### src/rtl/gold_nic.sv
// gold_nic: single-slot receive/transmit network interface card.
// Define NIC_IRQ_EN to add the receive interrupt (irq port, irq_en register).
module gold_nic (
    input  logic        clk,
    input  logic        reset,
    input  logic [1:0]  addr,
    input  logic [63:0] d_in,
    output logic [63:0] d_out,
    input  logic        nicEn,
    input  logic        nicWrEn,
    input  logic        net_si,
    output logic        net_ri,
    input  logic [63:0] net_di,
    output logic        net_so,
    input  logic        net_ro,
    output logic [63:0] net_do,
    input  logic        net_polarity
`ifdef NIC_IRQ_EN
    ,
    output logic        irq
`endif
);

    localparam logic [1:0] IN_DATA  = 2'b00;
    localparam logic [1:0] IN_STAT  = 2'b01;
    localparam logic [1:0] OUT_DATA = 2'b10;
    localparam logic [1:0] OUT_STAT = 2'b11;

    logic [63:0] in_buf;
    logic        in_full;
    logic [63:0] out_buf;
    logic        out_full;

    logic        rd;
    logic        wr;
    logic        rx_take;
    logic        rx_pop;
    logic        tx_load;
    logic [63:0] rd_val;
    logic [63:0] in_stat;

    assign rd = nicEn & ~nicWrEn;
    assign wr = nicEn & nicWrEn;

    assign net_ri = ~in_full & ~reset;
    assign net_do = out_buf;

    // Bit 63 of the packet selects the VC; send only on the matching phase.
    assign net_so = out_full & net_ro & ~reset
                  & (net_polarity == out_buf[63]);

    assign rx_take = net_si & net_ri;
    assign rx_pop  = rd & (addr == IN_DATA) & in_full;
    assign tx_load = wr & (addr == OUT_DATA) & ~out_full;

`ifdef NIC_IRQ_EN
    logic irq_en;
    logic en_wr;

    assign en_wr   = wr & (addr == IN_STAT);
    assign in_stat = {62'b0, irq_en, in_full};

    always_ff @(posedge clk) begin
        if (reset) begin
            irq_en <= 1'b0;
            irq    <= 1'b0;
        end else begin
            if (en_wr)
                irq_en <= d_in[0];
            if (rx_pop || (en_wr && !d_in[0]))
                irq <= 1'b0;
            else if (in_full && irq_en)
                irq <= 1'b1;
        end
    end
`else
    assign in_stat = {63'b0, in_full};
`endif

    always_comb begin
        rd_val = 64'b0;
        unique case (addr)
            IN_DATA:  rd_val = in_buf;
            IN_STAT:  rd_val = in_stat;
            OUT_DATA: rd_val = 64'b0;
            OUT_STAT: rd_val = {63'b0, out_full};
        endcase
    end

    always_ff @(posedge clk) begin
        if (reset) begin
            in_buf   <= 64'b0;
            in_full  <= 1'b0;
            out_buf  <= 64'b0;
            out_full <= 1'b0;
            d_out    <= 64'b0;
        end else begin
            // A take needs an empty slot and a pop a full one, so they never overlap.
            if (rx_take) begin
                in_buf  <= net_di;
                in_full <= 1'b1;
            end else if (rx_pop) begin
                in_full <= 1'b0;
            end
            if (tx_load) begin
                out_buf  <= d_in;
                out_full <= 1'b1;
            end else if (net_so) begin
                out_full <= 1'b0;
            end
            d_out <= rd ? rd_val : 64'b0;
        end
    end

endmodule

### config.mk
export PLATFORM = sky130hd
export DESIGN_NAME = gold_nic
export DESIGN_NICKNAME = d
export VERILOG_FILES = /design/src/rtl/gold_nic.sv
export SDC_FILE = /design/constraint.sdc
export NUM_CORES = 1
export LEC_CHECK = 0
export ABC_AREA = 1
export BUFFER_PORTS_ARGS = -buffer_cell sky130_fd_sc_hd__buf_2
export CORE_MARGIN = 5
export CORE_UTILIZATION = 40
export DETAILED_ROUTE_END_ITERATION = 16
export PLACE_DENSITY = 0.82
export SLEW_MARGIN = 20
export SYNTH_ARGS = -nofsm -noshare
export SYNTH_HDL_FRONTEND = slang
export SYNTH_SLANG_ARGS = --single-unit
### constraint.sdc
create_clock -name clk -period 1.1 [get_ports clk]
set_input_delay 0.22 -clock clk [delete_from_list [all_inputs] [get_ports clk]]
set_output_delay 0.22 -clock clk [all_outputs]
set_load 0.03 [all_outputs]
Word-level counts from Yosys, hierarchy flattened
Cells that the tools add are included.

Bits in latches: 0. Memory bits (writable): 0. Bits of input ports: 137. Logic and storage cells: 34. Register bits: 194. Bits in read-only memories: 0. Memories kept: 0.

Equal/unequal tests: 4. Reduce and logical (&&, ||, !) cells: 4. Div/mod/pow operators: 0. Shifts and indexed selects: 0. Bitwise logic cells: 16. Multiply operators: 0. Magnitude comparators: 0. Add/subtract/negate cells: 0. Muxes and demuxes: 5.

Operators by type and width (number): $pmux W64 S4 (1); $and A1 B1 Y1 (11); $not A1 Y1 (5); $eq A2 B2 Y1 const B (2); $mux W1 (4); $reduce_bool A2 Y1 (2); $eq A2 B1 Y1 const B (1); $logic_not A2 Y1 (1); $reduce_or A2 Y1 (1); $eq A1 B1 Y1 (1).

Depth between registers and ports, before layout
Word-level depth: 6. Depth in mapped cells: 8. Depth with buffers taken out: 6.

Worst setup path before layout
Ideal clock, no wire load.

Path kind: register -> register. Start point: reg in_full. End point: reg in_buf[10]. Setup slack: -0.230 ns. Cell stages (with the launch flop): 6. Path buffers: 1. Required time: 0.975 ns. Clock period less this slack: 1.330 ns. Arrival time: 1.205 ns. Cells stage by stage: dfxtp_1 nor2_2 nand2_2 inv_2 clkbuf_1 o21ai_0.

Word-level cells in the longest chain between the ends: 3.

RTL lines: from (decl) (RTL line 30) `logic in_full;`; from (signal assigned) (RTL line 93) `in_full <= 1'b0;`; from (signal assigned) (RTL line 101) `in_full <= 1'b1;`; from (signal assigned) (RTL line 103) `in_full <= 1'b0;`; $not A1 Y1 (RTL line 45) `assign net_ri = ~in_full & ~reset;`; $and A1 B1 Y1 (RTL line 45); net net_ri (RTL line 12) `output logic net_ri,`; $and A1 B1 Y1 (RTL line 52) `assign rx_take = net_si & net_ri;`; to (signal assigned) (RTL line 100) `in_buf <= net_di;`; to (decl) (RTL line 29) `logic [63:0] in_buf;`.

The timed path passes the listed nets, and every way through them passes these cells. A chain may end at the register's enable or synchronous reset.

Worst setup path in the final report
Start point: reg out_full. End point: out net_so.

Word-level cells in the longest chain between the ends: 3.

RTL lines: from (decl) (RTL line 32) `logic out_full;`; from (signal assigned) (RTL line 95) `out_full <= 1'b0;`; from (signal assigned) (RTL line 107) `out_full <= 1'b1;`; from (signal assigned) (RTL line 109) `out_full <= 1'b0;`; $and A1 B1 Y1 (2 in a row) (RTL line 49) `assign net_so = out_full & net_ro & ~reset`; $and A1 B1 Y1 (RTL line 50) `& (net_polarity == out_buf[63]);`; to (decl) (RTL line 14) `output logic net_so,`.

Every way passes these cells.

==> impl_results.md <==
* Setup ws final at -0.390 ns
* Endpoints failing setup at about 230
* YS warnings at 0
* CTS clk-pin slew, worst paths at 0.07 ns
* Clock Latency Late Sink at 0.43 ns
* Syn Std Cell Area at 6620 um2
* P_sw at 4.41 mW
* Largest net degree at the start of global routing at 52
* Via Count at 7,255
* Most common cell after layout, fill and taps aside: nand2_1
* Root buffer cell: clkbuf_16
* # nets final at around 1.4k
* Critical Path RT at about 0.88 ns
* Routed Antenna Nets at 0
* Worst Path Class, Setup: reg -> out
* RSZ-0062 raised after global routing: yes
* Drt via density at 4.98
* Max-slew violations at 0
* Die height at 139 um
* Flop pwr share at 45.3%
* CTS tree: built
* Critical Path Fanout Max at 2
* Area of the core region at 16,400 um2
* Most used cell, CP: buf_6
* Drt first pass iters at 5
* # port buffers at about 270
* Routed wire per std cell at 19.0 um
* Failing checks: setup timing
* DR iter-0 viols at 404
* Max incr delay on CP at 0.34 ns
* Most frequent cells in the layout: 170 x nand2_1, 167 x nor2_1, 142 x buf_6
* Starting density of the core at 40.4%
* Post-route DRC at 0
* Die width at between 100 and 150 um
* Fin area at 12,000 um2
* Total CTS buffers at 17
* Switching Share at between 20 and 30%
* Worst Skew at about 0.012 ns
* Die Area at between 15,000 and 20,000 um2
* Slew HR at 79.7%
* Syn_area_per_cell at 7.76 um2
* # fillers at 970
* Mapped Cells at 853
* H-tree levels at 4
* Final wirelength at 27.8 mm
* Vias in the first global route at 6,949
* Grt ovf at 0
* Distinct cells, synth at 19
* Antenna violations before repair at 1
* Syn Nets at 990
* Final Hold Vio Count at 0
* Cell Int Power at 12.1 mW
* Startpoint types: register
* Post-synthesis sequential area ratio at roughly three fifths
* Io pins at 267
* Seq cells post-synth at just under 200
* CTS max path bufs at 2
* Least-Margin Pin Slew at 0.302 ns
* Peak supply drop at approximately 1 mV
* GPL Wtd Cong at 0.892
* Final min period at 1.49 ns
* Lkg Pwr at 5.64 nW
* Clock power frac at 39.9%
* Crit-path cells: buf_6 -> nand2_2 -> nor2_1 -> nand2_1 -> inv_2 -> buf_6
* Max Clock Freq at 671 MHz
* Critical Path AT at 1.27 ns
* Hpwl dp at ~12 mm
* Number of max-cap violations at 0
* Crit-path slowest cell: dfxtp_2
* Clock Sinks at 194
* Worst hold path type: in -> reg
* GRT Util Overall at 22.7%
* Ratio of cells with drive above 1 in the final layout at 51.9%
* Buf/Inv on CP at 3
* Status: complete, but fails checks
* P&R area growth vs syn at 81.1%
* PD cells at about 1400 nW/um2
* Setup crit end kind: primary output
* # rows at between 40 and 50
* Comb power frac at 14.8%
* Tcrit/Tclk final at 135%
* First-pass GRT wire length at 35.4 mm
* Cell Area, Placed at ~8400 um2
* Top delay family on crit path: flip-flops
* Total Power at 16.5 mW
kinds of logic after synthesis:
family | Yosys count | share of synthesized area, %
buf+inv | 150 | 10.0
simple gates | 419 | 24.5
flops | 194 | 58.7
compound gates | 90 | 6.80
layer usage:
layer	GRT usage (%)	wire length, um	share of wire, %	up-vias
met3	7.76	2180	7.8	84
met1	24.6	9880	36	3441
met4	7.67	1050	3.8	0
met5	0	0	0	-
li1	-	-	-	3333
met2	41.2	14700	53	397
state kept, by name (all words and copies together), names as in the netlist:
| register | flops |
|---|---|
| d_out | 64 |
| in_full | 1 |
| out_full | 1 |
| in_buf | 64 |
| net_do | 64 |
repair_timing:
| action | CTS | global route |
|---|---|---|
| gates cloned | 9 | 22 |
| pin swaps | 7 | 20 |
| hold endpoints to repair | 29 | 5 |
| hold buffers | 29 | 5 |
| endpoints found under the setup margin | 193 | 259 |
| setup buffers | 22 | 20 |
| resized for setup | 444 | 178 |
worst min-delay path: cells and delay by family:
kind / cells / cell delay [ns]
simple gates: 1 / 0.06
compound gates: 1 / 0.05
buf+inv: 1 / 0.09
synth_stat cells, drive strengths merged:
| master | instances | area (um2) |
|---|---|---|
| a21oi | 26 | 130 |
| nand2 | 217 | 817 |
| dfxtp | 194 | 3880 |
| nor3 | 26 | 130 |
| inv | 100 | 375 |
| buf | 32 | 218 |
| clkbuf | 18 | 70.1 |
| nor2 | 171 | 647 |
| nand3 | 5 | 30.0 |
| o21ai | 64 | 320 |
through the flow:
stage          utilization (%)  setup TNS (ns)  hold WS, ns  setup slack [ns]  instances
2_1_floorplan                -           -1.15        0.330           -0.0282        853
3_3_place_gp              51.3           -8.70        0.417            -0.109       1327
3_5_place_dp              51.3          -12.15        0.424            -0.147       1327
4_1_cts                   66.4          -19.93     0.000414            -0.379       1416
5_1_grt                   73.1          -34.68       0.0163            -0.477       1458
6_report                  73.1          -23.66       0.0300            -0.390       1458
worst paths after layout:
kind	slack, ns	from	to	cells after the start
worst max-delay path	-0.39	out_full	net_so	6
worst min register to register	0.44	in_buf[58]	d_out[58]	2
worst max register to register	-0.39	out_full	net_do[0]	9
worst min-delay path	0.03	net_di[36]	in_buf[36]	3
final cells by class:
| class | count | area [um2] | share of cell area (%) |
|---|---|---|---|
| Antenna cell | 1 | 2.50 | 0.0209 |
| Clock buffer | 20 | 457 | 3.81 |
| Clock inverter | 12 | 161 | 1.35 |
| Inverter | 100 | 390 | 3.26 |
| Multi-Input combinational cell | 510 | 2570 | 21.4 |
| Sequential cell | 194 | 4050 | 33.8 |
| Tap cell | 220 | 275 | 2.30 |
| Timing Repair Buffer | 399 | 4050 | 33.8 |
| Timing Repair inverter | 2 | 32.5 | 0.271 |
power by group through the flow:
stage                     Sequential, mW  Clock (mW)  Combinational, mW
after floorplan                     7.73           0              0.650
after global placement              7.55           0               1.40
after detailed placement            7.56           0               1.43
after CTS                           7.43        6.60               1.77
after global routing                7.48        6.94               2.58
final                               7.46        6.58               2.43
Note: power is estimated with default switching activity, not from simulation.
